[src/rtl/mod_n_updown_counter.sv]
// rtl/mod_n_updown_counter.sv - synchronous modulo-N up/down counter digit with load, saturate and event flags
module mod_n_updown_counter #(
    parameter int WIDTH    = 4,
    parameter int MODULUS  = 10,
    parameter int SATURATE = 0
) (
    input  logic             input_CLK,
    input  logic             input_RST_N,
    input  logic             input_ENA,
    input  logic             input_UP,
    input  logic             input_LOAD,
    input  logic [WIDTH-1:0] input_D,
    input  logic             input_CLR_FLAG,
    output logic [WIDTH-1:0] output_Y,
    output logic             output_TC,
    output logic             output_OVF,
    output logic             output_UNF,
    output logic             output_STICKY
);

    // Top of range held in WIDTH bits so MODULUS == 2**WIDTH never needs an extra bit.
    localparam logic [WIDTH-1:0] MAX_VAL = WIDTH'(MODULUS - 1);

    logic [WIDTH-1:0] y_q, y_d;
    logic             ovf_q, ovf_d;
    logic             unf_q, unf_d;
    logic             sticky_q, sticky_d;
    logic             at_max, at_zero;

    assign at_max  = (y_q == MAX_VAL);
    assign at_zero = (y_q == '0);

    always_comb begin
        y_d   = y_q;
        ovf_d = 1'b0;
        unf_d = 1'b0;
        if (input_LOAD) begin
            y_d = (input_D > MAX_VAL) ? MAX_VAL : input_D;
        end else if (input_ENA) begin
            if (input_UP) begin
                if (at_max) begin
                    ovf_d = 1'b1;
                    y_d   = (SATURATE != 0) ? y_q : '0;
                end else begin
                    y_d = y_q + 1'b1;
                end
            end else begin
                if (at_zero) begin
                    unf_d = 1'b1;
                    y_d   = (SATURATE != 0) ? y_q : MAX_VAL;
                end else begin
                    y_d = y_q - 1'b1;
                end
            end
        end
        // A new event beats a simultaneous clear request.
        if (ovf_d || unf_d) begin
            sticky_d = 1'b1;
        end else if (input_CLR_FLAG) begin
            sticky_d = 1'b0;
        end else begin
            sticky_d = sticky_q;
        end
    end

    always_ff @(posedge input_CLK) begin
        if (!input_RST_N) begin
            y_q      <= '0;
            ovf_q    <= 1'b0;
            unf_q    <= 1'b0;
            sticky_q <= 1'b0;
        end else begin
            y_q      <= y_d;
            ovf_q    <= ovf_d;
            unf_q    <= unf_d;
            sticky_q <= sticky_d;
        end
    end

    // Combinational so a cascaded digit advances on the same edge as this digit wraps.
    assign output_TC     = input_ENA & ~input_LOAD & (input_UP ? at_max : at_zero);
    assign output_Y      = y_q;
    assign output_OVF    = ovf_q;
    assign output_UNF    = unf_q;
    assign output_STICKY = sticky_q;

endmodule
[config.mk]
export PLATFORM = sky130hd
export DESIGN_NAME = mod_n_updown_counter
export DESIGN_NICKNAME = d
export VERILOG_FILES = /design/src/rtl/mod_n_updown_counter.sv
export SDC_FILE = /design/constraint.sdc
export NUM_CORES = 1
export LEC_CHECK = 0
export ABC_CLOCK_PERIOD_IN_PS = 2300
export CAP_MARGIN = 20
export CELL_PAD_IN_SITES_DETAIL_PLACEMENT = 1
export CELL_PAD_IN_SITES_GLOBAL_PLACEMENT = 2
export CORE_MARGIN = 2
export CORE_UTILIZATION = 25
export CTS_BUF_LIST = sky130_fd_sc_hd__clkbuf_8
export DETAILED_ROUTE_END_ITERATION = 8
export PLACE_DENSITY_LB_ADDON = 0.1
export SLEW_MARGIN = 20
export SYNTH_ARGS = -nofsm -noshare
export SYNTH_HDL_FRONTEND = slang
export SYNTH_SLANG_ARGS = --single-unit
[constraint.sdc]
create_clock -name input_CLK -period 2.3 [get_ports input_CLK]
set_clock_uncertainty 0.2 [all_clocks]
set_input_delay 0.69 -clock input_CLK [delete_from_list [all_inputs] [get_ports input_CLK]]
set_output_delay 0.69 -clock input_CLK [all_outputs]
set_load 0.005 [all_outputs]
== Yosys cells after proc, flatten, opt, wreduce, memory -nomap -nowiden ==
Cells that the tools add are included.
Storage, ports and cells
  register bits after elaboration: 7
  input port bits: 10
  output and inout bits: 8
  word-level logic and storage cells: 32
Cells by class
  reductions and logical operators: 4
  mux-type cells: 17
  bitwise logic cells: 3
  add/sub/neg operators: 2
  order comparisons: 1
  eq/ne operators: 1
Operators with widths (number)
  4-bit two-way mux: 6
  1-bit two-way mux: 11
  4-bit by 1-bit adder with 4-bit output, second input constant: 1
  4-bit == test, second input constant: 1
  4-bit greater-than comparator, second input constant: 1
  4-bit zero test: 1
  2-bit nonzero test: 2
  4-bit by 1-bit subtractor with 4-bit output, second input constant: 1
  1-bit bitwise AND: 2
  1-bit logical OR: 1
  1-bit inverter: 1

== Longest topological paths before layout ==
Gate-level depths: netlist of run 1.
  word-level depth: 7
  gate-level depth with buffers: 4

== Least setup slack after synthesis of run 1 ==
Ideal clock, no wire load.
  path type: in2out
  start point: in input_UP
  end point: out output_TC
  data required time: 1.410 ns
  arrival time: 1.496 ns
  setup slack: -0.086 ns
  buffers on the path: 1
  stages: 3
  cell sequence: buf_2 > or3_4 > a2111oi_4
Between the ends
  longest elaborated chain between the ends: 2
Ends and longest elaborated chain
  start, declared: RTL line 10  | input logic input_UP,
  1-bit two-way mux: RTL line 81  | assign output_TC = input_ENA & ~input_LOAD & (input_UP ? at_max : at_zero);
  1-bit bitwise AND: RTL line 81
  end, declared: RTL line 15  | output logic output_TC,
No other way between the ends.

== Worst setup path after layout of run 1 ==
Same ends and word-level chain as after synthesis.

==> results of run 1 <==
-- Yosys cell counts (2+ instances only) --
master and number:
sky130_fd_sc_hd__or4b_1 2, sky130_fd_sc_hd__nand3b_1 3, sky130_fd_sc_hd__buf_2 2, sky130_fd_sc_hd__dfxtp_1 7, sky130_fd_sc_hd__xor2_1 2, sky130_fd_sc_hd__nor2_1 3, sky130_fd_sc_hd__o21ai_0 4, sky130_fd_sc_hd__nand2b_1 2
sky130_fd_sc_hd__nor2b_1 2, sky130_fd_sc_hd__a211oi_1 2, sky130_fd_sc_hd__nand2_1 3, sky130_fd_sc_hd__nand3_1 2
-- worst paths after layout --
check | start | endpoint | slack [ns] | cells past startpoint
min reg2reg | output_Y[3]$_SDFFE_PN0P_ | output_OVF$_SDFF_PN0_ | 0.37 | 2
max | input_UP | output_TC | -0.19 | 4
max reg2reg | output_Y[1]$_SDFFE_PN0P_ | output_Y[2]$_SDFFE_PN0P_ | 0.61 | 4
min | output_Y[3]$_SDFFE_PN0P_ | output_OVF$_SDFF_PN0_ | 0.37 | 2
-- logic make-up (layout without fill, tap and decap cells) --
family	Yosys count	in the layout	synth area share, %
AND/OR/NAND/NOR	25	25	34.0
XOR/XNOR	3	3	5.21
flip-flops	7	7	27.8
buffers and inverters	6	33	7.20
AO/OA/AOI/OAI	15	15	25.8
-- area by class of cell --
class	instances	area, sq um	share of cell area, %
clock buffer	3	41.3	5.13
inverter	1	3.75	0.467
clock inverter	1	3.75	0.467
sequential	7	140	17.4
timing repair buffer	28	254	31.6
tap	27	33.8	4.20
multi-input combinational	43	328	40.7
-- sequential cells by signal, indices dropped and copies added, names as in the netlist --
register and cells:
output_Y 4, output_OVF 1, output_STICKY 1, output_UNF 1
-- layer usage --
layer  routed length (microns)  share of wire, %
met5                         0                 0
met4                         0                 0
met3                        57               4.0
met2                       742                52
met1                       635                44
-- what timing repair did --
action | CTS | global route
pin swaps | 2 | 2
resized for setup | 9 | 2
setup buffers | 2 | 0
endpoints found under the setup margin | 1 | 1
-- power by group through the flow --
stage | Sequential (mW) | Combinational [mW] | Clock, mW
after detailed placement | 0.136 | 0.110 | 0
after global routing | 0.135 | 0.120 | 0.185
after CTS | 0.134 | 0.112 | 0.170
final | 0.134 | 0.109 | 0.166
after global placement | 0.136 | 0.107 | 0
after floorplan | 0.137 | 0.0557 | 0
-- worst register-to-register path: cells and delay by family, from the launching register on --
kind / cells / cell delay (ns)
buf+inv: 1 / 0.18
simple gates: 1 / 0.52
flops: 1 / 0.33
compound gates: 2 / 0.41
-- placed cells by master (no fill, tap or decap), types with 2 or more instances in the layout --
| cell type | count |
|---|---|
| sky130_fd_sc_hd__clkdlybuf4s50_1 | 13 |
| sky130_fd_sc_hd__buf_4 | 11 |
| sky130_fd_sc_hd__dfxtp_1 | 7 |
| sky130_fd_sc_hd__o21ai_0 | 4 |
| sky130_fd_sc_hd__nand2_1 | 3 |
| sky130_fd_sc_hd__nor2_1 | 3 |
| sky130_fd_sc_hd__nand3b_1 | 3 |
| sky130_fd_sc_hd__clkbuf_8 | 3 |
| sky130_fd_sc_hd__nand3_1 | 2 |
| sky130_fd_sc_hd__nor2b_1 | 2 |
| sky130_fd_sc_hd__nand2b_1 | 2 |
| sky130_fd_sc_hd__or4b_1 | 2 |
| sky130_fd_sc_hd__xor2_1 | 2 |
| sky130_fd_sc_hd__a211oi_1 | 2 |
| sky130_fd_sc_hd__inv_1 | 2 |
| sky130_fd_sc_hd__dlymetal6s2s_1 | 2 |
-- per-stage QoR --
stage / hold slack, ns / utilization [%]
after floorplan: 0.368 / -
after global placement: 0.363 / 38.7
after detailed placement: 0.374 / 38.7
after CTS: 0.372 / 41.6
after global routing: 0.396 / 41.9
final: 0.369 / 41.9
==> reports/qor_table.md, run 1 <==
| Quantity | This run | Unit |
| --- | --- | --- |
| Largest net degree at the start of global routing | 12 | - |
| Number of DRC violations after detailed-routing iteration 0 | 2 | - |
| Global-route wire length before repair | 2450 | microns |
| Post-synth EDFFs | 0 | - |
| Total clock buffers created by CTS | 3 | - |
| Yosys warning count | 0 | - |
| Global routing met2 resource utilization | 22.8 | % |
| Diode count | 0 | - |
| Starting density of the core | 26.2 | % |
| Async set or reset register ratio after synthesis | 0 | % |
| Endpoints failing hold | 0 | - |
| CTS tree | built | - |
| Pwr dens | 509 | mW/mm^2 |
| Total die area | 0.00239 | sq mm |
| Worst path arrival time | 1.60 | ns |
| Floorplan die width | 48.9 | microns |
| Endpoint required time on the critical path | 1.41 | ns |
| Drt pass-1 iters | 3 | - |
| Slew Limit Headroom | 75.0 | % |
| Portion of the post-synthesis area used by sequential elements | 27.8 | % |
| Syn Nets | 66 | - |
| Crit Path Category | in2out | - |
| Post-route DRC violation count | 0 | - |
| Cell chain of the critical path | buf_6 -> or3_4 -> a2111oi_4 -> buf_2 | - |
| Status | finished with violations | - |
| Final routed wire length divided by cell count | 13.0 | microns |
| Number of standard cells in the layout, taps in and fillers out | 110 | - |
| Primary flip-flop cell chosen by synthesis mapping | sky130_fd_sc_hd__dfxtp_1 | - |
| Pin slew with the least headroom to its limit | 0.370 | ns |
| Power dissipated by switching net loads | 103 | uW |
| Synthesized instance count | 56 | - |
| Largest buffer count on any clock path | 2 | - |
| Boundary pin count | 18 | - |
| Violated checks | negative setup slack | - |
| Average footprint of a synthesized cell | 9.00 | sq um |
| Post-place setup slack | -0.978 | ns |
| Power Internal | 307 | uW |
| Floorplan core area | 0.00192 | sq mm |
| Post-synth top area share | 27.8 | % |
| Switching part of the total | 25.1 | % |
| Clock H-tree levels | 1 | - |
| Kind of start point of the critical path | primary input | - |
| Met1 track demand over resource in global routing | 15.0 | % |
| Maximum clock frequency | 401 | MHz |
| Critical path capture point type | output pin | - |
| Clock latency on the worst-skew pair | 0.22 | ns |
| Die Ht | 48.9 | microns |
| Critical-path cell with the highest stage delay | sky130_fd_sc_hd__or3_4 | - |
| Detailed Place HPWL | 1110 | microns |
| Sinks on Clock Net | 7 | - |
| Proportion of power drawn by combinational gates | 26.7 | % |
| RSZ-0062 raised after global routing | true | - |
| Vias in the first global route | 554 | - |
| Sequential cell fraction of total power | 32.7 | % |
| Leftover overflow at the end of global routing | 0 | - |
| Time the final worst path needs with I/O delays and setup | 2.49 | ns |
| Summed instance area of the synthesized netlist | 504 | sq um |
| Share of the clock period used by the worst path | 108 | % |
| Most Used Layer, Global Route | met2 | - |
| Crit path buffers/inverters | 2 | - |
| Layout Area Growth over Synthesis | 59.6 | % |
| Critical path's top delay family | simple AND/OR/NAND/NOR gates | - |
| Cell row count | 16 | - |
| Total wire length after detailed routing | 1440 | microns |
| Gr usage total | 13.2 | % |
| Cell variety after synth | 34 | - |
| Final setup viols | 1 | - |
| Synthesized flop and latch total | 7 | - |
| Clock power share | 40.6 | % |
| Main area contributors after synthesis | sky130_fd_sc_hd__dfxtp_1 28%, sky130_fd_sc_hd__a2111oi_4 5.5%, sky130_fd_sc_hd__nand3b_1 4.5% | - |
| Placed insts | 104 | - |
| Count of nets left with antenna violations after detail routing | 0 | - |
| Clk slew on worst S/H paths | 0.04 | ns |
| Path category of the worst min-delay check | reg2reg | - |
| Post-route cell area | 805 | sq um |
| IO buf count | 17 | - |
| Peak ir drop on the vdd network | 0.297 | mV |
| Antenna violations before repair | 0 | - |
| Root cell of the clock tree | sky130_fd_sc_hd__clkbuf_8 | - |
| CP max FO | 2 | - |
| Post-CTS Hold Fix Bufs | 0 | - |
| Total design power | 409 | uW |
| Final RePlAce weighted congestion | 0.693 | - |
| Sum of negative setup slack | -0.194 | ns |
| Final worst setup slack | -0.194 | ns |
| Net count of the finished layout | 94 | - |
| Slew Limit Fails | 0 | - |
| Share of final-layout standard cells stronger than drive strength 1 | 24.1 | % |
| Leakage power | 0.332 | nW |
| Max-capacitance violation count | 0 | - |
| GR met3 Demand/Resource | 4.60 | % |
| Stage delay of the slowest cell on the critical path | 0.34 | ns |
| Total of fill cells in the finished design | 231 | - |
| Total number of vias | 533 | - |
| Number of vias per cell | 4.85 | - |
| Post-place instance area | 743 | sq um |
| Post-synth top area cell | sky130_fd_sc_hd__dfxtp_1 | - |
Note: power is estimated with default switching activity, not from simulation.
==> run 2, diff against run 1 <==
--- a/config.mk
+++ b/config.mk
@@ -10,9 +10,10 @@
 export CELL_PAD_IN_SITES_DETAIL_PLACEMENT = 1
 export CELL_PAD_IN_SITES_GLOBAL_PLACEMENT = 2
 export CORE_MARGIN = 2
-export CORE_UTILIZATION = 25
+export CORE_UTILIZATION = 36
 export CTS_BUF_LIST = sky130_fd_sc_hd__clkbuf_8
 export DETAILED_ROUTE_END_ITERATION = 8
+export DONT_BUFFER_PORTS = 1
 export PLACE_DENSITY_LB_ADDON = 0.1
 export SLEW_MARGIN = 20
 export SYNTH_ARGS = -nofsm -noshare
==> reports/qor_table.md, run 2 (synthesized netlist as in run 1, its figures left out) <==
| Quantity | This run | Unit | Change |
| --- | --- | --- | --- |
| Clock latency on the worst-skew pair | 0.23 | ns | about the same |
| CTS tree | built | - |  |
| Endpoints failing hold | 0 | - | unchanged |
| Post-route DRC violation count | 0 | - | unchanged |
| Most frequent cells in the layout | 7 x sky130_fd_sc_hd__dfxtp_1, 4 x sky130_fd_sc_hd__o21ai_0 | - |  |
| Area taken by flip-flops and latches | 140 | sq um | unchanged |
| Stage delay of the slowest cell on the critical path | 0.35 | ns | about the same |
| Slew Limit Headroom | 71.4 | % | -3.6 points |
| Total clock buffers created by CTS | 3 | - | unchanged |
| Count of nets left with antenna violations after detail routing | 0 | - | unchanged |
| Slew Limit Fails | 0 | - | unchanged |
| Worst path arrival time | 1.38 | ns | -0.22 ns |
| CTS resizes | 0 | - | -9 |
| RSZ-0062 raised after global routing | true | - |  |
| Leakage power | 0.202 | nW | -39% |
| Starting density of the core | 38.8 | % | +13 points |
| Time the final worst path needs with I/O delays and setup | 2.27 | ns | -0.224 ns |
| Total number of vias | 443 | - | -17% |
| Drt pass-1 iters | 4 | - | +1 |
| Area of combinational cells with multiple inputs | 328 | sq um | unchanged |
| Pin slew with the least headroom to its limit | 0.428 | ns | +0.0580 ns |
| Max reg flops | 4 | - | unchanged |
| Status | complete, no violations | - |  |
| Die Ht | 41.4 | microns | -15% |
| Detailed Place HPWL | 885 | microns | -21% |
| Number of standard cells in the layout, taps in and fillers out | 72 | - | -35% |
| Gr usage total | 14.6 | % | +1.5 points |
| Root cell of the clock tree | sky130_fd_sc_hd__clkbuf_8 | - |  |
| Total wire length after detailed routing | 1160 | microns | -19% |
| Placed insts | 68 | - | -35% |
| Antenna violations before repair | 0 | - | unchanged |
| Cell row count | 13 | - | -3 |
| Critical path's top delay family | compound AO/OA/AOI/OAI gates | - |  |
| Critical-path cell with the highest stage delay | sky130_fd_sc_hd__a2111oi_4 | - |  |
| Share of the clock period used by the worst path | 98.7 | % | -9.7 points |
| Endpoint required time on the critical path | 1.41 | ns | about the same |
| Leftover overflow at the end of global routing | 0 | - | unchanged |
| Total die area | 0.00172 | sq mm | -28% |
| Max-capacitance violation count | 0 | - | unchanged |
| Total of fill cells in the finished design | 169 | - | -27% |
| Post-CTS Hold Fix Bufs | 0 | - | unchanged |
| Floorplan die width | 41.4 | microns | -15% |
| Critical path capture point type | output pin | - |  |
| Path category of the worst min-delay check | reg2reg | - |  |
| Crit Path Category | in2out | - |  |
| Final RePlAce weighted congestion | 0.687 | - | -0.95% |
| Diode count | 0 | - | unchanged |
| Maximum clock frequency | 441 | MHz | +9.9% |
| Number of buffers inserted by post-CTS setup repair | 0 | - | -2 |
| Cell chain of the critical path | or3_4 -> a2111oi_4 | - |  |
| Peak ir drop on the vdd network | 0.366 | mV | +23% |
| Tightest hold margin | 0.368 | ns | -0.000968 ns |
| CP max FO | 10 | - | +8 |
| Pwr dens | 669 | mW/mm^2 | +31% |
| Clk slew on worst S/H paths | 0.04 | ns | about the same |
| Boundary pin count | 18 | - | unchanged |
| Kind of start point of the critical path | primary input | - |  |
| Number of vias per cell | 6.15 | - | +27% |
| IO buf count | 0 | - | -17 |
| Clock H-tree levels | 1 | - | unchanged |
| Vias in the first global route | 438 | - | -21% |
| Commonest non-fill, non-tap cell in the layout | sky130_fd_sc_hd__dfxtp_1 | - |  |
| Final worst setup slack | 0.0301 | ns | +0.224 ns |
| Final routed wire length divided by cell count | 16.2 | microns | +24% |
| Global-route wire length before repair | 1930 | microns | -21% |
| Net count of the finished layout | 68 | - | -28% |
| Crit path buffers/inverters | 0 | - | -2 |
| Number of DRC violations after detailed-routing iteration 0 | 7 | - | +5 |
| Share of final-layout standard cells stronger than drive strength 1 | 15.8 | % | -8.3 points |
| Largest net degree at the start of global routing | 13 | - | +1 |
| Sinks on Clock Net | 7 | - | unchanged |
| Floorplan core area | 0.00130 | sq mm | -32% |
| Total design power | 368 | uW | -10% |
| Post-place setup slack | 0.0263 | ns | +1.00 ns |
| Largest buffer count on any clock path | 2 | - | unchanged |
| Layout Area Growth over Synthesis | 9.18 | % |  |
| Final setup viols | 0 | - | -1 |
[run 2: cell types whose count changed in the layout (fill, tap and decap cells not counted)]
cell,previous run,this run
sky130_fd_sc_hd__clkdlybuf4s50_1,13,0
sky130_fd_sc_hd__buf_4,11,2
sky130_fd_sc_hd__dlymetal6s2s_1,2,0
sky130_fd_sc_hd__buf_2,1,0
sky130_fd_sc_hd__buf_6,1,0
[run 2: where the power goes]
| group | leakage (nW) | switching, mW | total, mW | internal [mW] |
|---|---|---|---|---|
| combinational | 0.118 | 0.0259 | 0.0558 | 0.0299 |
| sequential | 0.0574 | 0.0112 | 0.140 | 0.128 |
| clock | 0.0269 | 0.0572 | 0.173 | 0.116 |
| total | 0.202 | 0.0943 | 0.368 | 0.274 |
[run 2: worst paths after layout]
kind              slack [ns]                  endpoint  cells past startpoint                startpoint
setup / recovery        0.03                 output_TC                      2                  input_UP
hold / removal          0.37     output_OVF$_SDFF_PN0_                      2  output_Y[3]$_SDFFE_PN0P_
setup reg to reg        0.59  output_Y[2]$_SDFFE_PN0P_                      4  output_Y[0]$_SDFFE_PN0P_
hold reg to reg         0.37     output_OVF$_SDFF_PN0_                      2  output_Y[3]$_SDFFE_PN0P_
[run 2: routing by layer]
layer / vias up / global-route usage, % / routed length (microns)
met3: 2 / 6.96 / 72
met5: - / 0 / 0
met2: 14 / 22.2 / 533
met1: 212 / 16.1 / 532
met4: 0 / 9.68 / 24
li1: 215 / - / -
[run 2: layout make-up]
type	count	share of cell area [%]
clock buffers	3	7.50
flip-flops and latches	7	25.5
repair buffers	2	2.73
well taps	15	3.41
inverters	1	0.682
multi-input cells	43	59.5
clock inverters	1	0.682
[run 2: through the flow]
| step | setup TNS, ns | utilization [%] | area, sq um |
|---|---|---|---|
| after floorplan | -0.0864 | - | 504 |
| after global placement | 0 | 38.8 | 505 |
| after detailed placement | 0 | 38.8 | 505 |
| after CTS | 0 | 42.3 | 551 |
| after global routing | -0.0105 | 42.3 | 551 |
| final | 0 | 42.3 | 551 |
==> run 3, diff against run 2 <==
--- a/config.mk
+++ b/config.mk
@@ -9,7 +9,7 @@
 export CAP_MARGIN = 20
 export CELL_PAD_IN_SITES_DETAIL_PLACEMENT = 1
 export CELL_PAD_IN_SITES_GLOBAL_PLACEMENT = 2
-export CORE_MARGIN = 2
+export CORE_MARGIN = 3
 export CORE_UTILIZATION = 36
 export CTS_BUF_LIST = sky130_fd_sc_hd__clkbuf_8
 export DETAILED_ROUTE_END_ITERATION = 8
@@ -19,3 +19,4 @@
 export SYNTH_ARGS = -nofsm -noshare
 export SYNTH_HDL_FRONTEND = slang
 export SYNTH_SLANG_ARGS = --single-unit
+export TNS_END_PERCENT = 30
==> reports/qor_table.md, run 3 (synthesized netlist as in run 1, its figures left out) <==
| Quantity | This run | Unit | Change |
| --- | --- | --- | --- |
| Status | complete, no violations | - |  |
| Cell row count | 12 | - | -1 |
| Net count of the finished layout | 68 | - | unchanged |
| Share of final-layout standard cells stronger than drive strength 1 | 17.5 | % | +1.8 points |
| CP max FO | 10 | - | unchanged |
| Slew Limit Fails | 0 | - | unchanged |
| Pwr dens | 662 | mW/mm^2 | -1.1% |
| R2r endpoint | output_Y[2]$_SDFFE_PN0P_ | - |  |
| Clk slew on worst S/H paths | 0.04 | ns | about the same |
| Worst path arrival time | 1.37 | ns | about the same |
| Kind of start point of the critical path | primary input | - |  |
| Pin slew with the least headroom to its limit | 0.468 | ns | +0.0400 ns |
| Endpoint required time on the critical path | 1.41 | ns | about the same |
| Final setup viols | 0 | - | unchanged |
| Cells on Worst Hold Path | 2 | - | unchanged |
| Clock power share | 46.2 | % | -0.7 points |
| Cell chain of the critical path | or3_4 -> a2111oi_4 | - |  |
| Die Ht | 43.4 | microns | +4.8% |
| Number of DRC violations after detailed-routing iteration 0 | 0 | - | -7 |
| Critical path's top delay family | simple AND/OR/NAND/NOR gates | - |  |
| Sinks on Clock Net | 7 | - | unchanged |
| Slew Limit Headroom | 68.7 | % | -2.7 points |
| Sequential cell fraction of total power | 38.8 | % | +0.9 points |
| Clock H-tree levels | 1 | - | unchanged |
| Largest net degree at the start of global routing | 13 | - | unchanged |
| Crit path buffers/inverters | 0 | - | unchanged |
| Floorplan core area | 0.00120 | sq mm | -7.7% |
| Most frequent cells in the layout | 6 x sky130_fd_sc_hd__dfxtp_1, 4 x sky130_fd_sc_hd__o21ai_0 | - |  |
| Gr usage total | 12.8 | % | -1.8 points |
| Clock latency on the worst-skew pair | 0.22 | ns | about the same |
| Drt pass-1 iters | 1 | - | -3 |
| Post-route DRC violation count | 0 | - | unchanged |
| Leftover overflow at the end of global routing | 0 | - | unchanged |
| Layout Area Growth over Synthesis | 9.18 | % | unchanged |
| Critical-path cell with the highest stage delay | sky130_fd_sc_hd__or3_4 | - |  |
| Boundary pin count | 18 | - | unchanged |
| Proportion of power drawn by combinational gates | 15.0 | % | -0.2 points |
| Endpoints failing hold | 0 | - | unchanged |
| Time the final worst path needs with I/O delays and setup | 2.26 | ns | -0.00869 ns |
| FF-to-FF path depth | 4 | - | unchanged |
| Maximum clock frequency | 442 | MHz | +0.38% |
| Sum of negative setup slack | 0 | ns | unchanged |
| Root cell of the clock tree | sky130_fd_sc_hd__clkbuf_8 | - |  |
| Final routed wire length divided by cell count | 16.2 | microns | about the same |
| Final RePlAce weighted congestion | 0.680 | - | -0.93% |
| Max-capacitance violation count | 0 | - | unchanged |
| Worst flop-to-flop path startpoint | output_Y[0]$_SDFFE_PN0P_ | - |  |
| Commonest non-fill, non-tap cell in the layout | sky130_fd_sc_hd__dfxtp_1 | - |  |
| Total of fill cells in the finished design | 141 | - | -17% |
| Crit Path Category | in2out | - |  |
| Detailed Place HPWL | 900 | microns | +1.8% |
| Floorplan die width | 43.4 | microns | +4.8% |
| Max reg flops | 4 | - | unchanged |
| Vias in the first global route | 443 | - | +1.1% |
| Count of nets left with antenna violations after detail routing | 0 | - | unchanged |
| CTS tree | built | - |  |
| Share of the clock period used by the worst path | 98.3 | % | -0.38 points |
| RSZ-0062 raised after global routing | false | - |  |
| Start point of the worst min-delay path | output_Y[3]$_SDFFE_PN0P_ | - |  |
| Worst-case hold path end point | output_OVF$_SDFF_PN0_ | - |  |
| Total clock buffers created by CTS | 3 | - | unchanged |
| Power Internal | 274 | uW | about the same |
| Critical path capture point type | output pin | - |  |
| Number of vias per cell | 6.15 | - | about the same |
| Number of buffers inserted by post-CTS setup repair | 0 | - | unchanged |
| IO buf count | 0 | - | unchanged |
| Peak ir drop on the vdd network | 0.378 | mV | +3.3% |
| Power dissipated by switching net loads | 90.4 | uW | -4.2% |
| Leakage power | 0.202 | nW | about the same |
| Starting density of the core | 42.0 | % | +3.2 points |
| Antenna violations before repair | 0 | - | unchanged |
| Register-to-register setup slack | 0.60 | ns | about the same |
| Largest buffer count on any clock path | 2 | - | unchanged |
| Post-layout util | 45.8 | % | +3.5 points |
| Total number of vias | 437 | - | -1.4% |
| Path category of the worst min-delay check | reg2reg | - |  |
| Diode count | 0 | - | unchanged |
| Global-route wire length before repair | 1900 | microns | -1.5% |
| Switching part of the total | 24.8 | % | -0.80 points |
| Stage delay of the slowest cell on the critical path | 0.34 | ns | about the same |
| Total die area | 0.00189 | sq mm | +9.9% |
| Total wire length after detailed routing | 1150 | microns | -1.4% |
-- run 3: cell counts in the layout (fill, tap and decap cells not counted) --
No cell type changed its count.
-- run 3: what timing repair did --
action | CTS | global route
hold buffers | 0 | 0
endpoints found under the hold margin | 0 | 0
endpoints found under the setup margin | 0 | 1
resized for setup | 0 | 1
-- run 3: how the worst max path moves through the flow --
stage	from	to	slack (ns)	depth (start not counted)
finish	input_UP	output_TC	0.04	2
global route	input_UP	output_TC	0.002	2
CTS	output_Y[0]$_SDFFE_PN0P_	output_TC	0.03	2
detailed placement	input_UP	output_TC	0.03	2
global placement	input_UP	output_TC	0.04	2
floorplan	input_UP	output_TC	-0.09	3
-- run 3: per-stage QoR --
stage / hold WS (ns) / power (mW) / std cells / worst slack [ns] / area (sq um)
2_1_floorplan: 0.368 / 0.193 / 56 / -0.0864 / 504
3_3_place_gp: 0.366 / 0.195 / 67 / 0.0394 / 504
3_5_place_dp: 0.372 / 0.198 / 67 / 0.0347 / 504
4_1_cts: 0.379 / 0.370 / 71 / 0.0301 / 549
5_1_grt: 0.387 / 0.384 / 71 / 0.00248 / 551
6_report: 0.370 / 0.364 / 71 / 0.0388 / 551
-- run 3: area by class of cell --
class	count	area (sq um)	area share, %
Multi-Input combinational cell	43	328	59.5
Sequential cell	7	141	25.7
Clock buffer	3	41.3	7.50
Tap cell	14	17.5	3.18
Timing Repair Buffer	2	15.0	2.73
Clock inverter	1	3.75	0.682
Inverter	1	3.75	0.682
-- run 3: worst reg2reg max path: stages, from the launching register on --
cell and delay (ns):
sky130_fd_sc_hd__dfxtp_2 0.35, sky130_fd_sc_hd__buf_4 0.17, sky130_fd_sc_hd__or4b_1 0.50, sky130_fd_sc_hd__a211oi_1 0.27, sky130_fd_sc_hd__o31a_1 0.15
-- run 3: layer usage --
metal  global-route usage (%)  vias up  part of all wire [%]
met5                        0        -                     0
met4                     1.81        0                     0
met3                     6.64        0                   7.3
met2                     21.2       12                    48
met1                     15.0      212                    44
li1                         -      213                     -
-- run 3: power by group through the flow --
stage          registers, mW  clock network (mW)  logic [mW]
2_1_floorplan          0.137                   0      0.0557
3_3_place_gp           0.143                   0      0.0523
3_5_place_dp           0.143                   0      0.0546
4_1_cts                0.141               0.174      0.0552
5_1_grt                0.143               0.180      0.0604
6_report               0.141               0.168      0.0548
